### config.mk
export PLATFORM = sky130hd
export DESIGN_NAME = pipe_stage_reg
export DESIGN_NICKNAME = d
export VERILOG_FILES = /design/src/rtl/pipe_pkg.sv /design/src/rtl/sat_counter.sv /design/src/rtl/pipe_stage_reg.sv
export SDC_FILE = /design/constraint.sdc
export NUM_CORES = 1
export LEC_CHECK = 0
export ABC_AREA = 0
export BUFFER_PORTS_ARGS = -buffer_cell sky130_fd_sc_hd__buf_4
export CAP_MARGIN = 30
export CORE_ASPECT_RATIO = 1.1
export CORE_MARGIN = 3
export CORE_UTILIZATION = 35
export CTS_BUF_LIST = sky130_fd_sc_hd__clkbuf_2
export CTS_CLUSTER_SIZE = 30
export DETAILED_ROUTE_END_ITERATION = 7
export PLACE_DENSITY = 0.6
export SETUP_SLACK_MARGIN = 0.02
export SKIP_CTS_REPAIR_TIMING = 1
export SYNTH_ARGS = -nofsm -noshare
export SYNTH_HDL_FRONTEND = slang
export SYNTH_SLANG_ARGS = --single-unit
### constraint.sdc
create_clock -name clk -period 1.8 [get_ports clk]
set_clock_uncertainty 0.1 [all_clocks]
set_input_delay 0.18 -clock clk [delete_from_list [all_inputs] [get_ports clk]]
set_output_delay 0.18 -clock clk [all_outputs]
set_load 0.02 [all_outputs]
### src/rtl/pipe_pkg.sv
// Shared definitions for the RV32 pipeline stage registers: default bundle
// widths and the bit layout of the control bundle, so every stage boundary
// agrees on where Rd, MEM_wen, WB_sel and Reg_WB live.
package pipe_pkg;

  localparam int DEF_DATA_W = 64;
  localparam int DEF_CTRL_W = 8;
  localparam int DEF_SKID   = 1;
  localparam int DEF_CNT_W  = 16;

  localparam int CTRL_RD_LSB  = 0;
  localparam int CTRL_RD_MSB  = 4;
  localparam int CTRL_MEM_WEN = 5;
  localparam int CTRL_WB_SEL  = 6;
  localparam int CTRL_REG_WB  = 7;

  typedef struct packed {
    logic       reg_wb;
    logic       wb_sel;
    logic       mem_wen;
    logic [4:0] rd;
  } ctrl_t;

endpackage

### src/rtl/sat_counter.sv
// Saturating up-counter with synchronous clear, used for stage perf counters.
// Sticks at all-ones instead of wrapping so a long stall never reads small.
module sat_counter
  import pipe_pkg::*;
#(
  parameter int W = DEF_CNT_W
) (
  input  logic         clk,
  input  logic         reset,
  input  logic         inc,
  input  logic         clr,
  output logic [W-1:0] count
);

  // Clear wins over increment; increment stops once all bits are set.
  always_ff @(posedge clk) begin
    if (reset) begin
      count <= '0;
    end else if (clr) begin
      count <= '0;
    end else if (inc && (count != {W{1'b1}})) begin
      count <= count + 1'b1;
    end
  end

endmodule

### src/rtl/pipe_stage_reg.sv
// Elastic pipeline stage register carrying a data and a control bundle with a
// valid/ready handshake, flush-to-bubble and an optional two-entry skid buffer.
// Control bits are forced to zero whenever the output entry is not valid, so a
// bubble can never trigger a memory write or a register writeback.
module pipe_stage_reg
  import pipe_pkg::*;
#(
  parameter int DATA_W = DEF_DATA_W,
  parameter int CTRL_W = DEF_CTRL_W,
  parameter int SKID   = DEF_SKID,
  parameter int CNT_W  = DEF_CNT_W
) (
  input  logic              clk,
  input  logic              reset,
  input  logic              flush,
  input  logic              in_valid,
  output logic              in_ready,
  input  logic [DATA_W-1:0] in_data,
  input  logic [CTRL_W-1:0] in_ctrl,
  output logic              out_valid,
  input  logic              out_ready,
  output logic [DATA_W-1:0] out_data,
  output logic [CTRL_W-1:0] out_ctrl,
  output logic [CNT_W-1:0]  stall_cnt,
  input  logic              clr_cnt
);

  logic              main_valid;
  logic [DATA_W-1:0] main_data;
  logic [CTRL_W-1:0] main_ctrl;
  logic              up_fire;
  logic              down_fire;

  assign up_fire   = in_valid && in_ready;
  assign down_fire = main_valid && out_ready;

  assign out_valid = main_valid;
  assign out_data  = main_data;
  assign out_ctrl  = main_ctrl;

  generate
    if (SKID == 0) begin : g_direct

      assign in_ready = out_ready || !main_valid;

      // Single register: load on accept, drain to a bubble, hold while stalled.
      always_ff @(posedge clk) begin
        if (reset) begin
          main_valid <= 1'b0;
          main_data  <= '0;
          main_ctrl  <= '0;
        end else if (flush) begin
          main_valid <= 1'b0;
          main_ctrl  <= '0;
        end else if (up_fire) begin
          main_valid <= 1'b1;
          main_data  <= in_data;
          main_ctrl  <= in_ctrl;
        end else if (down_fire) begin
          main_valid <= 1'b0;
          main_ctrl  <= '0;
        end
      end

    end else begin : g_skid

      logic              skid_valid;
      logic [DATA_W-1:0] skid_data;
      logic [CTRL_W-1:0] skid_ctrl;

      assign in_ready = !skid_valid;

      // Main plus skid entry kept in FIFO order; the skid slot only fills when
      // the main entry is stalled, and empties into main on the next drain.
      always_ff @(posedge clk) begin
        if (reset) begin
          main_valid <= 1'b0;
          main_data  <= '0;
          main_ctrl  <= '0;
          skid_valid <= 1'b0;
          skid_data  <= '0;
          skid_ctrl  <= '0;
        end else if (flush) begin
          main_valid <= 1'b0;
          main_ctrl  <= '0;
          skid_valid <= 1'b0;
          skid_ctrl  <= '0;
        end else if (down_fire && skid_valid) begin
          main_data  <= skid_data;
          main_ctrl  <= skid_ctrl;
          skid_valid <= 1'b0;
          skid_ctrl  <= '0;
        end else if (up_fire) begin
          if (main_valid && !out_ready) begin
            skid_valid <= 1'b1;
            skid_data  <= in_data;
            skid_ctrl  <= in_ctrl;
          end else begin
            main_valid <= 1'b1;
            main_data  <= in_data;
            main_ctrl  <= in_ctrl;
          end
        end else if (down_fire) begin
          main_valid <= 1'b0;
          main_ctrl  <= '0;
        end
      end

    end
  endgenerate

  sat_counter #(
    .W(CNT_W)
  ) u_stall_cnt (
    .clk  (clk),
    .reset(reset),
    .inc  (main_valid && !out_ready),
    .clr  (clr_cnt),
    .count(stall_cnt)
  );

endmodule

Word-level counts from Yosys, hierarchy flattened
Index checks and enable logic that the tools add are counted.
{"block": "totals", "input_bits": 78, "reg_bits": 162}
{"block": "op_classes", "n_reduce_logical": 18, "n_eq_ne": 4, "n_bitwise": 2, "addsub": 1, "n_mux": 10}
{"operator": "two-way mux 64 bit", "n": 3}
{"operator": "two-way mux 8 bit", "n": 4}
{"operator": "adder 16 x 1 -> 16 bit (second input constant)", "n": 1}
{"operator": "inequality test 16 bit (second input constant)", "n": 1}
{"operator": "AND reduction 3 bit", "n": 2}
{"operator": "logical AND 1 bit", "n": 5}
{"operator": "inequality test 2 bit (second input constant)", "n": 2}
{"operator": "AND reduction 2 bit", "n": 2}
{"operator": "AND reduction 4 bit", "n": 1}
{"operator": "nonzero test 2 bit", "n": 2}
{"operator": "OR reduction 2 bit", "n": 2}
{"operator": "two-way mux 1 bit", "n": 3}
{"operator": "inequality test 3 bit (second input constant)", "n": 1}
{"operator": "nonzero test 3 bit", "n": 1}
{"operator": "OR reduction 3 bit", "n": 1}
{"operator": "zero test 1 bit", "n": 2}
{"operator": "inverter 1 bit", "n": 2}

Longest topological paths before layout
{"block": "logic_depth", "word_depth": 5, "depth_mapped": 8, "depth_no_buf": 5}

By module
A second synthesis with hierarchy kept.
{"block": "hier_totals", "hier_cells": 854, "area_unflattened_um2": 7467.2}
{"mod": "pipe_stage_reg", "instances": 1, "cells_per_inst": 752, "area_each_um2": 6550.0}
{"mod": "sat_counter", "instances": 1, "cells_per_inst": 102, "area_each_um2": 917.1}

Least setup slack after synthesis
Ideal clock, no wire load.
{"block": "synth_path", "kind": "reg2reg", "start": "register u_stall_cnt.count[0]", "end": "register u_stall_cnt.count[14]", "path_stages_with_launch": 6, "t_arrival_ns": 1.911, "setup_ns": 0.070, "path_slack_ns": -0.282, "synth_period_minus_slack_ns": 2.082, "cell_sequence": "dfxtp_1 -> ha_1 -> nand4_1 -> or4_1 -> or3_1 -> a21oi_1"}
{"block": "synth_between", "elab_chain_len": 2, "elab_cells_between_ends": 3, "classes_between": "add/sub: 1; eq/ne: 1; reduce/logical: 1"}
{"item": "start, declared", "line": "sat_counter.sv:12", "rtl": "output logic [W-1:0] count"}
{"item": "start signal, assigned", "line": "sat_counter.sv:22", "rtl": "count <= count + 1'b1;"}
{"item": "parallel branches: the longest is 2 deep, another holds adder 16 x 1 -> 16 bit"}
Parallel ways; which one is timed is not known.
A chain may end at the register's enable or synchronous reset.

Worst setup path in the final report
Same ends and word-level chain as after synthesis.

==> results.md <==
- Commonest non-fill, non-tap cell in the layout: nand2_1
- Syn_nets: 897
- Grt peak-use layer: met2
- Clock transition at the registers of the reported paths: 0.25 ns
- Fmax: 563 MHz
- Port buffer count: 167
- Critical-path top delay cell: or4_4
- Cell Area, Placed: 8240 um2
- FF-to-FF End: u_stall_cnt.count[14]
- Largest net degree at the start of global routing: 129
- NetSw: 1880 uW
- Total wire length: 18600 um
- Hold Slack: 0.156 ns
- RSZ-0062 raised after global routing: yes
- 1st-pass router iterations: 5
- Vias in the first global route: 5668
- Seq cells post-synth: 162
- Int Pwr: 5010 uW
- Die height: 148 um
- Reg-to-Reg Start: u_stall_cnt.count[0]
- Post-layout minimum cycle time: 1.78 ns
- Synth Cell Area: 6410 um2
- Hold EP: g_skid.skid_data[13]
- Clock share of power: 0.302
- Num CTS Buffers: 17
- CP startpoint kind: register
- Layout cells sized above 1: 0.261
- Cell row count: 51
- DP Wirelength: 11400 um
- Main synth FF type: dfxtp_1
- Max-Cap Viols: 0
- Leakage: 0.00367 uW
- # IOs: 168
- Crit path DAT: 2.33 ns
- CP Class: register to register
- Area leader, netlist: dfxtp_1
- Area contributors post-synth: dfxtp_1 51%, nand2_1 16%, a311oi_1 8.7%
- Worst Path Required: 2.36 ns
- Core area: 17800 um2
- Wire per inst: 14.2 um
- Flop2flop setup slack: 0.02 ns
- Area share of the largest cell type after synthesis: 0.506
- Sequential area share after synthesis: 0.506
- Nets@finish: 1137
- Relative slew slack: 0.581
- Number of synthesized flops with an enable pin: 0
- Placed cell count: 1194
- Gpl congestion: 0.778
- H-tree levels: 4
- CTS tree: built
- Finished Layout Cells: 1311
- Peak VDD IR: 473 uV
- Clk buf depth: 2
- Part of the power in registers: 0.548
- Final Hold Viols: 0
- Detail-routed via count per cell: 4.89
- Post-synth ARST share: 0
- Initial Util: 0.360
- Final instance area: 9410 um2
- CTS Root Cell: clkbuf_2
- Cell depth of the worst flop-to-flop path: 5
- Worst hold start: in_data[13]
- Remaining global-route overflow: 0
- Final worst setup slack: 0.0248 ns
- Synthesis-to-finish area growth: 46.8%
- PD cells: 733 nW/um2
- Via count: 6408
- Tcrit/Tclk final: 0.986
- Fin. max-slew vios: 0
- Worst Max-Slew Pin Slew: 0.629 ns
- GR Util met3: 0.0432
- GRT met1 Usage: 0.222
- Endpoints failing setup: 0
- Status: complete, no violations
- DR iter-0 viols: 315
- DIE WIDTH: 135 um
- M2 GR Usage: 0.282
- Synth unique cells: 33
- Cells after synthesis: 818
- Clock sink total: 162
- Power Total: 6900 uW
- Logic pwr share: 0.150
- First-pass GRT wire length: 28100 um
- Dpl ws: 0.00665 ns
- Critical path's largest stage delay: 0.56 ns
- Die ar.: 20000 um2
- Clk_lat worst skew: 0.70 ns
- Avg Synthesized Cell Area: 7.83 um2
- Crit. End Element: register
- Initial antenna violation count: 1
- Gr usage total: 0.173
- Switching share of power: 0.273
- Most frequent cells in the layout: 281 x nand2_1, 187 x buf_4, 145 x dfxtp_1
- Worst min-delay path class: input pin to register
- Synth warn: 0
- CP Max Fanout: 3
- Crit path cell chain: ha_4 -> nand4_1 -> or4_4 -> or3_1 -> a21oi_1
- DRC violations left: 0
- Hold path depth: 4
- Routed Antenna Nets: 0
-- worst max path at each step --
| stage | from | to | depth (start not counted) |
|---|---|---|---|
| 6_report | u_stall_cnt.count[0] | u_stall_cnt.count[14] | 5 |
| 4_1_cts | u_stall_cnt.count[1] | u_stall_cnt.count[9] | 7 |
| 2_1_floorplan | u_stall_cnt.count[1] | u_stall_cnt.count[14] | 5 |
| 3_5_place_dp | g_skid.skid_valid | out_data[1] | 6 |
| 5_1_grt | u_stall_cnt.count[0] | u_stall_cnt.count[1] | 7 |
| 3_3_place_gp | g_skid.skid_valid | out_data[16] | 6 |
-- state kept, by name, indices dropped and copies added, names as in the netlist --
signal,flops
out_data,64
g_skid.skid_valid,1
out_valid,1
u_stall_cnt.count,16
g_skid.skid_ctrl,8
g_skid.skid_data,64
out_ctrl,8
-- cells in the mapped netlist (2+ instances only) --
cell type / number
o21ai_0: 8
a22oi_1: 8
clkbuf_1: 58
nand3_1: 5
or4_1: 5
inv_1: 3
or2_2: 5
dfxtp_1: 162
a211oi_1: 9
buf_2: 6
mux2i_1: 2
nand2_1: 281
a311oi_1: 64
or3_1: 8
a21oi_1: 87
nor2_1: 78
nor2b_1: 2
o31ai_1: 6
nand4_1: 4
nand2b_1: 4
-- layer usage --
layer | wire length (um) | vias to the layer above
met4 | 308 | 0
met1 | 8360 | 2961
li1 | - | 3280
met3 | 832 | 21
met5 | 0 | -
met2 | 9060 | 146
-- power groups by stage --
| stage | clock (uW) | combinational (uW) | sequential [uW] |
|---|---|---|---|
| finish | 2080 | 1040 | 3780 |
| global route | 2310 | 1120 | 3800 |
| CTS | 2170 | 884 | 3790 |
| detailed placement | 0 | 883 | 3860 |
| global placement | 0 | 879 | 3860 |
| floorplan | 0 | 304 | 3970 |
-- metrics by stage --
stage / utilization / TNS (ns)
detailed placement: 0.463 / 0
CTS: 0.477 / -0.460
finish: 0.528 / 0
floorplan: - / -0.0256
global route: 0.528 / -0.291
global placement: 0.463 / 0
-- cells by family (layout without fill, tap and decap cells) --
| kind of cell | Yosys count | in the layout | share of synthesized area |
|---|---|---|---|
| xor+xnor | 1 | 1 | 0.00137 |
| buf+inv | 68 | 321 | 0.0416 |
| flops | 162 | 162 | 0.506 |
| mux | 2 | 2 | 0.00312 |
| fa+ha+maj | 1 | 1 | 0.00195 |
| compound gates | 184 | 184 | 0.192 |
| simple gates | 400 | 400 | 0.254 |
| other cells | 0 | 2 | 0 |
-- worst max-delay path: cells and delay by family, from the launching register on --
family                     cells  cell delay, ns
and+or+nand+nor                3            0.96
AOI/OAI and AO/OA              1            0.11
DFF                            1            0.42
adders and majority gates      1            0.13
-- layout make-up --
type	instances	area (um2)
antenna	2	5.00
tap	238	298
multi-input combinational	588	3000
clock inverter	14	161
sequential	162	3280
timing repair buffer	286	2560
fill	1704	8390
clock buffer	18	90.1
inverter	3	11.3
No activity file was read; power rests on OpenSTA's default activity.
